`config.mk`:
```
export PLATFORM = sky130hd
export DESIGN_NAME = forward_select_unit
export DESIGN_NICKNAME = d
export VERILOG_FILES = /design/src/rtl/cpu_fwd_pkg.sv /design/src/rtl/fwd_match.sv /design/src/rtl/forward_select_unit.sv
export SDC_FILE = /design/constraint.sdc
export NUM_CORES = 1
export LEC_CHECK = 0
export CAP_MARGIN = 40
export CORE_MARGIN = 8
export CORE_UTILIZATION = 45
export DETAILED_ROUTE_END_ITERATION = 7
export PLACE_DENSITY_LB_ADDON = 0.2
export REMOVE_ABC_BUFFERS = 1
export SYNTH_ARGS = -nofsm -noshare
export SYNTH_HDL_FRONTEND = slang
export SYNTH_SLANG_ARGS = --single-unit
```
`constraint.sdc`:
```
create_clock -name clk -period 2.13 [get_ports clk]
set_input_delay 0.426 -clock clk [delete_from_list [all_inputs] [get_ports clk]]
set_output_delay 0.426 -clock clk [all_outputs]
set_load 0.03 [all_outputs]
```
`src/rtl/cpu_fwd_pkg.sv`:
```
// Shared definitions for the EX-stage operand forwarding path.
// The forwarding unit and the EX operand muxes both use these select codes,
// so the encoding is defined in one place.
`timescale 1ns/1ps
package cpu_fwd_pkg;

    // Register-index width used when a block is not parameterised otherwise
    localparam int DEFAULT_REG_W = 4;

    // EX operand mux select type and codes (011..111 are never produced)
    typedef logic [2:0] fwd_sel_t;

    localparam fwd_sel_t FWD_REGFILE = 3'b000;
    localparam fwd_sel_t FWD_EXMEM   = 3'b001;
    localparam fwd_sel_t FWD_MEMWB   = 3'b010;

endpackage

```
`src/rtl/fwd_match.sv`:
```
// Forwarding match for one EX source operand.
// Compares the source index against the destinations held in the EX/MEM and
// MEM/WB shadow stages and returns the operand mux select code.
// Ports:
//   src     in   source register index of the instruction in EX
//   mem_rd  in   destination of the instruction in MEM
//   mem_we  in   MEM instruction writes mem_rd
//   wb_rd   in   destination of the instruction in WB
//   wb_we   in   WB instruction writes wb_rd
//   sel     out  FWD_EXMEM / FWD_MEMWB / FWD_REGFILE
`timescale 1ns/1ps
module fwd_match
    import cpu_fwd_pkg::*;
#(
    parameter int REG_W = DEFAULT_REG_W
) (
    input  logic [REG_W-1:0] src,
    input  logic [REG_W-1:0] mem_rd,
    input  logic             mem_we,
    input  logic [REG_W-1:0] wb_rd,
    input  logic             wb_we,
    output fwd_sel_t         sel
);

    logic src_nz_s;
    logic match_mem_s;
    logic match_wb_s;

    // r0 is hardwired to zero, so it is never forwarded
    assign src_nz_s    = (src != {REG_W{1'b0}});
    assign match_mem_s = mem_we && (mem_rd == src) && src_nz_s;
    assign match_wb_s  = wb_we && (wb_rd == src) && src_nz_s;

    // Select encoding; the younger result in EX/MEM wins over MEM/WB
    always_comb begin
        if (match_mem_s) begin
            sel = FWD_EXMEM;
        end else if (match_wb_s) begin
            sel = FWD_MEMWB;
        end else begin
            sel = FWD_REGFILE;
        end
    end

endmodule

```
`src/rtl/forward_select_unit.sv`:
```
// Forwarding select and load-use stall unit between ID and the EX operand muxes.
// Keeps shadow copies of the register fields of the instructions in EX, MEM
// and WB, drives the EX operand mux selects from those flops, raises a
// one-cycle load-use stall and counts stall cycles (saturating).
// Ports:
//   clk, rst                     core clock, asynchronous active-high reset
//   id_valid                     ID holds a real instruction
//   id_rs1, id_rs2, id_rd        register indices of the ID instruction
//   id_reg_write, id_mem_read    ID instruction writes id_rd / is a load
//   flush                        kill the ID instruction (branch taken)
//   sel_a, sel_b                 EX operand-A / operand-B mux selects
//   stall                        hold PC and IF/ID, bubble into EX
//   stall_count                  saturating count of stall cycles
`timescale 1ns/1ps
module forward_select_unit
    import cpu_fwd_pkg::*;
#(
    parameter int REG_W = DEFAULT_REG_W,
    parameter int CNT_W = 16
) (
    input  logic             clk,
    input  logic             rst,
    input  logic             id_valid,
    input  logic [REG_W-1:0] id_rs1,
    input  logic [REG_W-1:0] id_rs2,
    input  logic [REG_W-1:0] id_rd,
    input  logic             id_reg_write,
    input  logic             id_mem_read,
    input  logic             flush,
    output logic [2:0]       sel_a,
    output logic [2:0]       sel_b,
    output logic             stall,
    output logic [CNT_W-1:0] stall_count
);

    typedef struct packed {
        logic [REG_W-1:0] rs1;
        logic [REG_W-1:0] rs2;
        logic [REG_W-1:0] rd;
        logic             we;
        logic             ld;
    } ex_entry_t;

    // The load flag only matters while the load sits in EX, so later stages drop it
    typedef struct packed {
        logic [REG_W-1:0] rd;
        logic             we;
    } late_entry_t;

    localparam ex_entry_t   EX_BUBBLE   = {($bits(ex_entry_t)){1'b0}};
    localparam late_entry_t LATE_BUBBLE = {($bits(late_entry_t)){1'b0}};
    localparam logic [CNT_W-1:0] CNT_MAX = {CNT_W{1'b1}};
    localparam logic [CNT_W-1:0] CNT_ONE = {{(CNT_W-1){1'b0}}, 1'b1};

    ex_entry_t        ex_q_r;
    late_entry_t      mem_q_r;
    late_entry_t      wb_q_r;
    ex_entry_t        ex_next_s;
    logic             stall_s;
    logic [CNT_W-1:0] stall_count_r;
    fwd_sel_t         sel_a_s;
    fwd_sel_t         sel_b_s;

    // Load-use hazard: the load in EX has not produced data yet when ID reads it
    assign stall_s = id_valid && !flush && ex_q_r.ld && ex_q_r.we
                     && (ex_q_r.rd != {REG_W{1'b0}})
                     && ((ex_q_r.rd == id_rs1) || (ex_q_r.rd == id_rs2));

    // Next EX entry: the ID instruction, or a bubble when it is invalid, killed or held
    always_comb begin
        ex_next_s = EX_BUBBLE;
        if (id_valid && !flush && !stall_s) begin
            ex_next_s.rs1 = id_rs1;
            ex_next_s.rs2 = id_rs2;
            ex_next_s.rd  = id_rd;
            ex_next_s.we  = id_reg_write;
            ex_next_s.ld  = id_mem_read;
        end else begin
            ex_next_s = EX_BUBBLE;
        end
    end

    // Shadow pipeline advancing one stage per cycle
    always_ff @(posedge clk or posedge rst) begin
        if (rst) begin
            ex_q_r  <= EX_BUBBLE;
            mem_q_r <= LATE_BUBBLE;
            wb_q_r  <= LATE_BUBBLE;
        end else begin
            ex_q_r     <= ex_next_s;
            mem_q_r.rd <= ex_q_r.rd;
            mem_q_r.we <= ex_q_r.we;
            wb_q_r     <= mem_q_r;
        end
    end

    // Saturating stall-cycle counter
    always_ff @(posedge clk or posedge rst) begin
        if (rst) begin
            stall_count_r <= {CNT_W{1'b0}};
        end else if (stall_s && (stall_count_r != CNT_MAX)) begin
            stall_count_r <= stall_count_r + CNT_ONE;
        end else begin
            stall_count_r <= stall_count_r;
        end
    end

    fwd_match #(.REG_W(REG_W)) u_match_a (
        .src    (ex_q_r.rs1),
        .mem_rd (mem_q_r.rd),
        .mem_we (mem_q_r.we),
        .wb_rd  (wb_q_r.rd),
        .wb_we  (wb_q_r.we),
        .sel    (sel_a_s)
    );

    fwd_match #(.REG_W(REG_W)) u_match_b (
        .src    (ex_q_r.rs2),
        .mem_rd (mem_q_r.rd),
        .mem_we (mem_q_r.we),
        .wb_rd  (wb_q_r.rd),
        .wb_we  (wb_q_r.we),
        .sel    (sel_b_s)
    );

    assign sel_a       = sel_a_s;
    assign sel_b       = sel_b_s;
    assign stall       = stall_s;
    assign stall_count = stall_count_r;

endmodule

```
## Word level (Yosys, flattened, before mapping)

Index checks and enable logic that the tools add are counted.

| storage, ports and cells | value |
|---|---|
| register bits after elaboration | 40 |
| output and inout port bits | 23 |
| bits of input ports | 18 |

| cells by class | value |
|---|---|
| equal/unequal tests | 7 |
| reduce and logical (&&, ||, !) cells | 21 |
| add/sub/neg operators | 1 |
| multiplexer cells | 5 |

Operators by type and width:

| kind | number |
|---|---|
| $eq 4x4->1 | 6 |
| $add 16x1->16 const B | 1 |
| $ne 16x16->1 const B | 1 |
| $logic_and 1x1->1 | 15 |
| $mux 14 | 1 |
| $reduce_bool 4->1 | 3 |
| $mux 3 | 2 |
| $mux 2 | 2 |
| $logic_not 1->1 | 2 |
| $logic_or 1x1->1 | 1 |

## Depth between registers and ports, before layout

| logic depth | value |
|---|---|
| word-level depth | 9 |
| mapped depth | 6 |
| mapped depth without buffers | 6 |

## Modules after synthesis

A second synthesis with hierarchy kept.

| second synthesis, totals | value |
|---|---|
| cells, all modules | 170 |
| area total of the unflattened synthesis | 1913.1 um^2 |

Modules (own cells, without submodules):

| module | cells an instance | area an instance (um^2) | times used |
|---|---|---|---|
| forward_select_unit | 130 | 1627.8 | 1 |
| fwd_match | 20 | 142.6 | 2 |

## Least setup slack after synthesis

Ideal clock, no wire load.

| timing path | value |
|---|---|
| path kind | flip-flop to flip-flop |
| start | reg stall_count_r[0], in the netlist stall_count[0] |
| end | reg stall_count_r[1], in the netlist stall_count[1] |
| cell stages (with the launch flop) | 7 |
| path buffers | 1 |
| data arrival time | 1.811 ns |
| setup time | 0.128 ns |
| period minus slack after synthesis | 1.938 ns |
| slack | 0.192 ns |
| path through | dfrtp_1 ha_1 nand4_1 nor4_2 buf_4 nor2_1 mux2_1 |

| between the ends | value |
|---|---|
| word-level cells in the longest chain between the ends | 2 |

Ends and longest elaborated chain:

| item | RTL line | RTL |
|---|---|---|
| start: declaration | forward_select_unit.sv:60 | `logic [CNT_W-1:0] stall_count_r;` |
| start signal: assignment | forward_select_unit.sv:100 | `stall_count_r <= {CNT_W{1'b0}};` |
| start signal: assignment | forward_select_unit.sv:102 | `stall_count_r <= stall_count_r + CNT_ONE;` |
| start signal: assignment | forward_select_unit.sv:104 | `stall_count_r <= stall_count_r;` |
| branches (longest 2 deep; another with $add 16x1->16) | - |  |

Parallel ways; which one is timed is not known.
A chain may end at the register's enable or synchronous reset.

## Worst setup path in the final report

| timing path | value |
|---|---|
| start | in flush |
| end | out stall |

| between the ends | value |
|---|---|
| word-level cells in the longest chain between the ends | 6 |

Ends and longest elaborated chain:

| item | RTL line | RTL |
|---|---|---|
| start: declaration | forward_select_unit.sv:29 | `input logic flush,` |
| $logic_not 1->1 | forward_select_unit.sv:65 | `assign stall_s = id_valid && !flush && ex_q_r.ld && ex_q_r.we` |
| $logic_and 1x1->1 (3 in series) | forward_select_unit.sv:65 |  |
| $logic_and 1x1->1 | forward_select_unit.sv:66 | `&& (ex_q_r.rd != {REG_W{1'b0}})` |
| $logic_and 1x1->1 | forward_select_unit.sv:67 | `&& ((ex_q_r.rd == id_rs1) \|\| (ex_q_r.rd == id_rs2));` |
| end: declaration | forward_select_unit.sv:32 | `output logic stall,` |

No other way between the ends.

==> flow_metrics.env <==
export IMPL_rrSetupSlack_ns=0.19
export IMPL_path_max_fanout=4
export IMPL_yosys_area_share_simple_pct=22.3
export IMPL_synth_mux_area_share_pct=0.602
export IMPL_clk_latency_ns=0.29
export IMPL_diodes=0
export IMPL_fin_crit_ns=2.06
export IMPL_synth_area_leader_cell="dfrtp_1"
export IMPL_drt_antenna_violating_nets=0
export IMPL_critPathKind="input pin to output port"
export IMPL_wirelength_mm=3.92
export IMPL_htree_num_levels=2
export IMPL_yosys_area_share_xor_xnor_pct=16.4
export IMPL_cp_data_required_time_ns=1.70
export IMPL_clock_root_buffer="clkbuf_8"
export IMPL_yosys_most_used_dff="dfrtp_1"
export IMPL_drtPass1Iterations=4
export IMPL_wl_per_cell_um=14.8
export IMPL_numPortBuffers=38
export IMPL_antenna_found_initial=0
export IMPL_grt_max_degree=41
export IMPL_worstSetupStartpointType="input pin"
export IMPL_grtUsageTotal_pct=12.8
export IMPL_powerDensity_nw_per_um2=612
export IMPL_rsz0062_at_grt="no"
export IMPL_gp_routability_congestion=0.814
export IMPL_chipWidth_um=80.5
export IMPL_slowest_delay_ns=0.43
export IMPL_fillers=338
export IMPL_clock_fmax_mhz=485
export IMPL_ys_seq_area_share_pct=53.5
export IMPL_initial_utilization_pct=46.8
export IMPL_setup_tns_ns=0
export IMPL_yosysUniqueCellTypes=28
export IMPL_dp_cells=254
export IMPL_ir_worst_vdd_uv=372
export IMPL_clk_pin_slew_ns=0.08
export IMPL_synth_top_area_share_pct=53.5
export IMPL_ioPinCount=41
export IMPL_rows=23
export IMPL_ys_warn_count=0
export IMPL_fp_dieH_um=80.5
export IMPL_grt_pass1_vias=1359
export IMPL_yosys_register_bits=40
export IMPL_end_kind="output port"
export IMPL_hpwlAfterDp_mm=2.97
export IMPL_layout_nets=232
export IMPL_synth_top_family_by_area="simple AND/OR/NAND/NOR gates"
export IMPL_p_leak_nw=1.17
export IMPL_async_reset_ff_share_pct=100
export IMPL_synth_compound_area_share_pct=2.74
export IMPL_numCtsBuffers=5
export IMPL_drc=0
export IMPL_worst_slew_pin_slew_ns=0.500
export IMPL_grt_overflow=0
export IMPL_cts_hold_repair_buffers=0
export IMPL_power_mw=1.52
export IMPL_grt_pass1_wl_mm=6.39
export IMPL_drtIter0Drc=85
export IMPL_maxSlewViolCount=0
export IMPL_vias=1359
export IMPL_slew_headroom_pct=66.6
export IMPL_core_area_um2=4000
export IMPL_viasPerCell=5.15
export IMPL_syn_area_per_cell_um2=11.5
export IMPL_hold_viol=0
export IMPL_syn_inst=163
export IMPL_cp_cell_sequence="clkdlybuf4s50_1 -> and4b_1 -> o41ai_2 -> a21o_4 -> inv_1 -> buf_6"
export IMPL_cpLargestDelayFamily="buffers and inverters"
export IMPL_clock_sinks=40
export IMPL_final_cells=264
export IMPL_clock_path_buffers=2
export IMPL_cts_tree="done"
export IMPL_cap_violations=0
export IMPL_fin_ws_ns=0.0694
export IMPL_drive_above_1_share_pct=15.4
export IMPL_netlist_area_um2=1870
export IMPL_synth_edff_count=0
export IMPL_die_area_um2=6480
export IMPL_period_share_pct=96.7
export IMPL_finalSetupViolCount=0
export IMPL_outcome="finished clean"
export IMPL_hold_class="register to register"
export IMPL_synth_adder_area_share_pct=0.669
export IMPL_area_growth_pct=32.8
export IMPL_clock_skew_ns=0.00589
export IMPL_slowest_stage="clkdlybuf4s50_1"
export IMPL_cp_num_buf_inv=3
export IMPL_place_ws_ns=-0.129
export IMPL_synth_area_leaders="dfrtp_1 54%, xnor2_1 11%, and2_1 5.4%"
export IMPL_final_util_pct=62.1
export IMPL_crit_arrival_ns=1.63
cells in the mapped netlist, drive strengths merged, types with 2 or more instances:
library cell	n
a21oi	4
and2	16
buf	7
dfrtp	40
inv	3
nand2	8
nand3	3
nand4	11
nor2	3
nor3	15
nor3b	2
nor4	5
xnor2	24
xor2	11
what timing repair did:
item                                    CTS  global route
endpoints found under the setup margin    3             3
setup buffers                             0             2
resized for setup                         3            14
pin swaps                                 1             4
sequential cells by signal, summed over array words and instances (netlist names):
name and flops:
ex_q_r 14, mem_q_r 5, stall_count 16, wb_q_r 5
cell families after synthesis:
group / count (synthesis)
and+or+nand+nor: 68
muxes: 1
buffers and inverters: 10
adders and majority gates: 1
AOI/OAI and AO/OA: 7
other: 1
xor gates and xnor gates: 35
DFF: 40
layer usage:
metal | share of wire (%) | routed length, um | GRT usage (%)
met1 | 43 | 1690 | 14.8
met2 | 47 | 1860 | 19.6
met3 | 7.7 | 303 | 6.25
met4 | 1.6 | 63 | 5.45
met5 | 0 | 0 | 0
stage by stage:
step | instance area, um^2 | hold WS [ns]
after floorplan | 1820 | 0.347
final | 2480 | 0.372
after global placement | 2320 | 0.357
after CTS | 2440 | 0.376
after detailed placement | 2320 | 0.357
after global routing | 2480 | 0.385
area by class of cell:
type                    count  area [um^2]  area share [%]
flip-flops and latches     40         1000            40.3
inverters                   3         11.3           0.453
repair buffers             49          473            19.0
multi-input cells         114          826            33.2
clock buffers               5         68.8            2.77
clock inverters             3         42.5            1.71
well taps                  50         62.6            2.52
power by group:
| part | switching, mW | total, mW | internal (mW) | leakage, nW |
|---|---|---|---|---|
| registers | 0.0222 | 0.799 | 0.776 | 0.541 |
| clock network | 0.262 | 0.608 | 0.346 | 0.0541 |
| logic | 0.0525 | 0.115 | 0.0623 | 0.574 |
cell usage in the layout, fill, tap and decap left out, types with 2 or more instances in the layout:
master and n:
nand3_1 3, inv_1 3, buf_4 13, xnor2_1 24, a21oi_1 4, conb_1 2
clkbuf_8 5, nand2_1 8, nor3_1 14, dfrtp_1 40, nor4_2 4, clkdlybuf4s50_1 25
nand4_1 11, dlymetal6s2s_1 8, nor2_1 3, xor2_1 11, and2_1 16
worst paths after layout:
check / from / end / depth (start not counted)
worst min register to register: ex_q_r[1] / mem_q_r[0] / 0
worst max register to register: ex_q_r[2] / stall_count[10] / 7
worst max-delay path: flush / stall / 6
min in group asynchronous: rst / stall_count[6] / 3
worst min-delay path: ex_q_r[1] / mem_q_r[0] / 0
max in group asynchronous: rst / ex_q_r[10] / 3
Power figures use the tool's default switching activity.
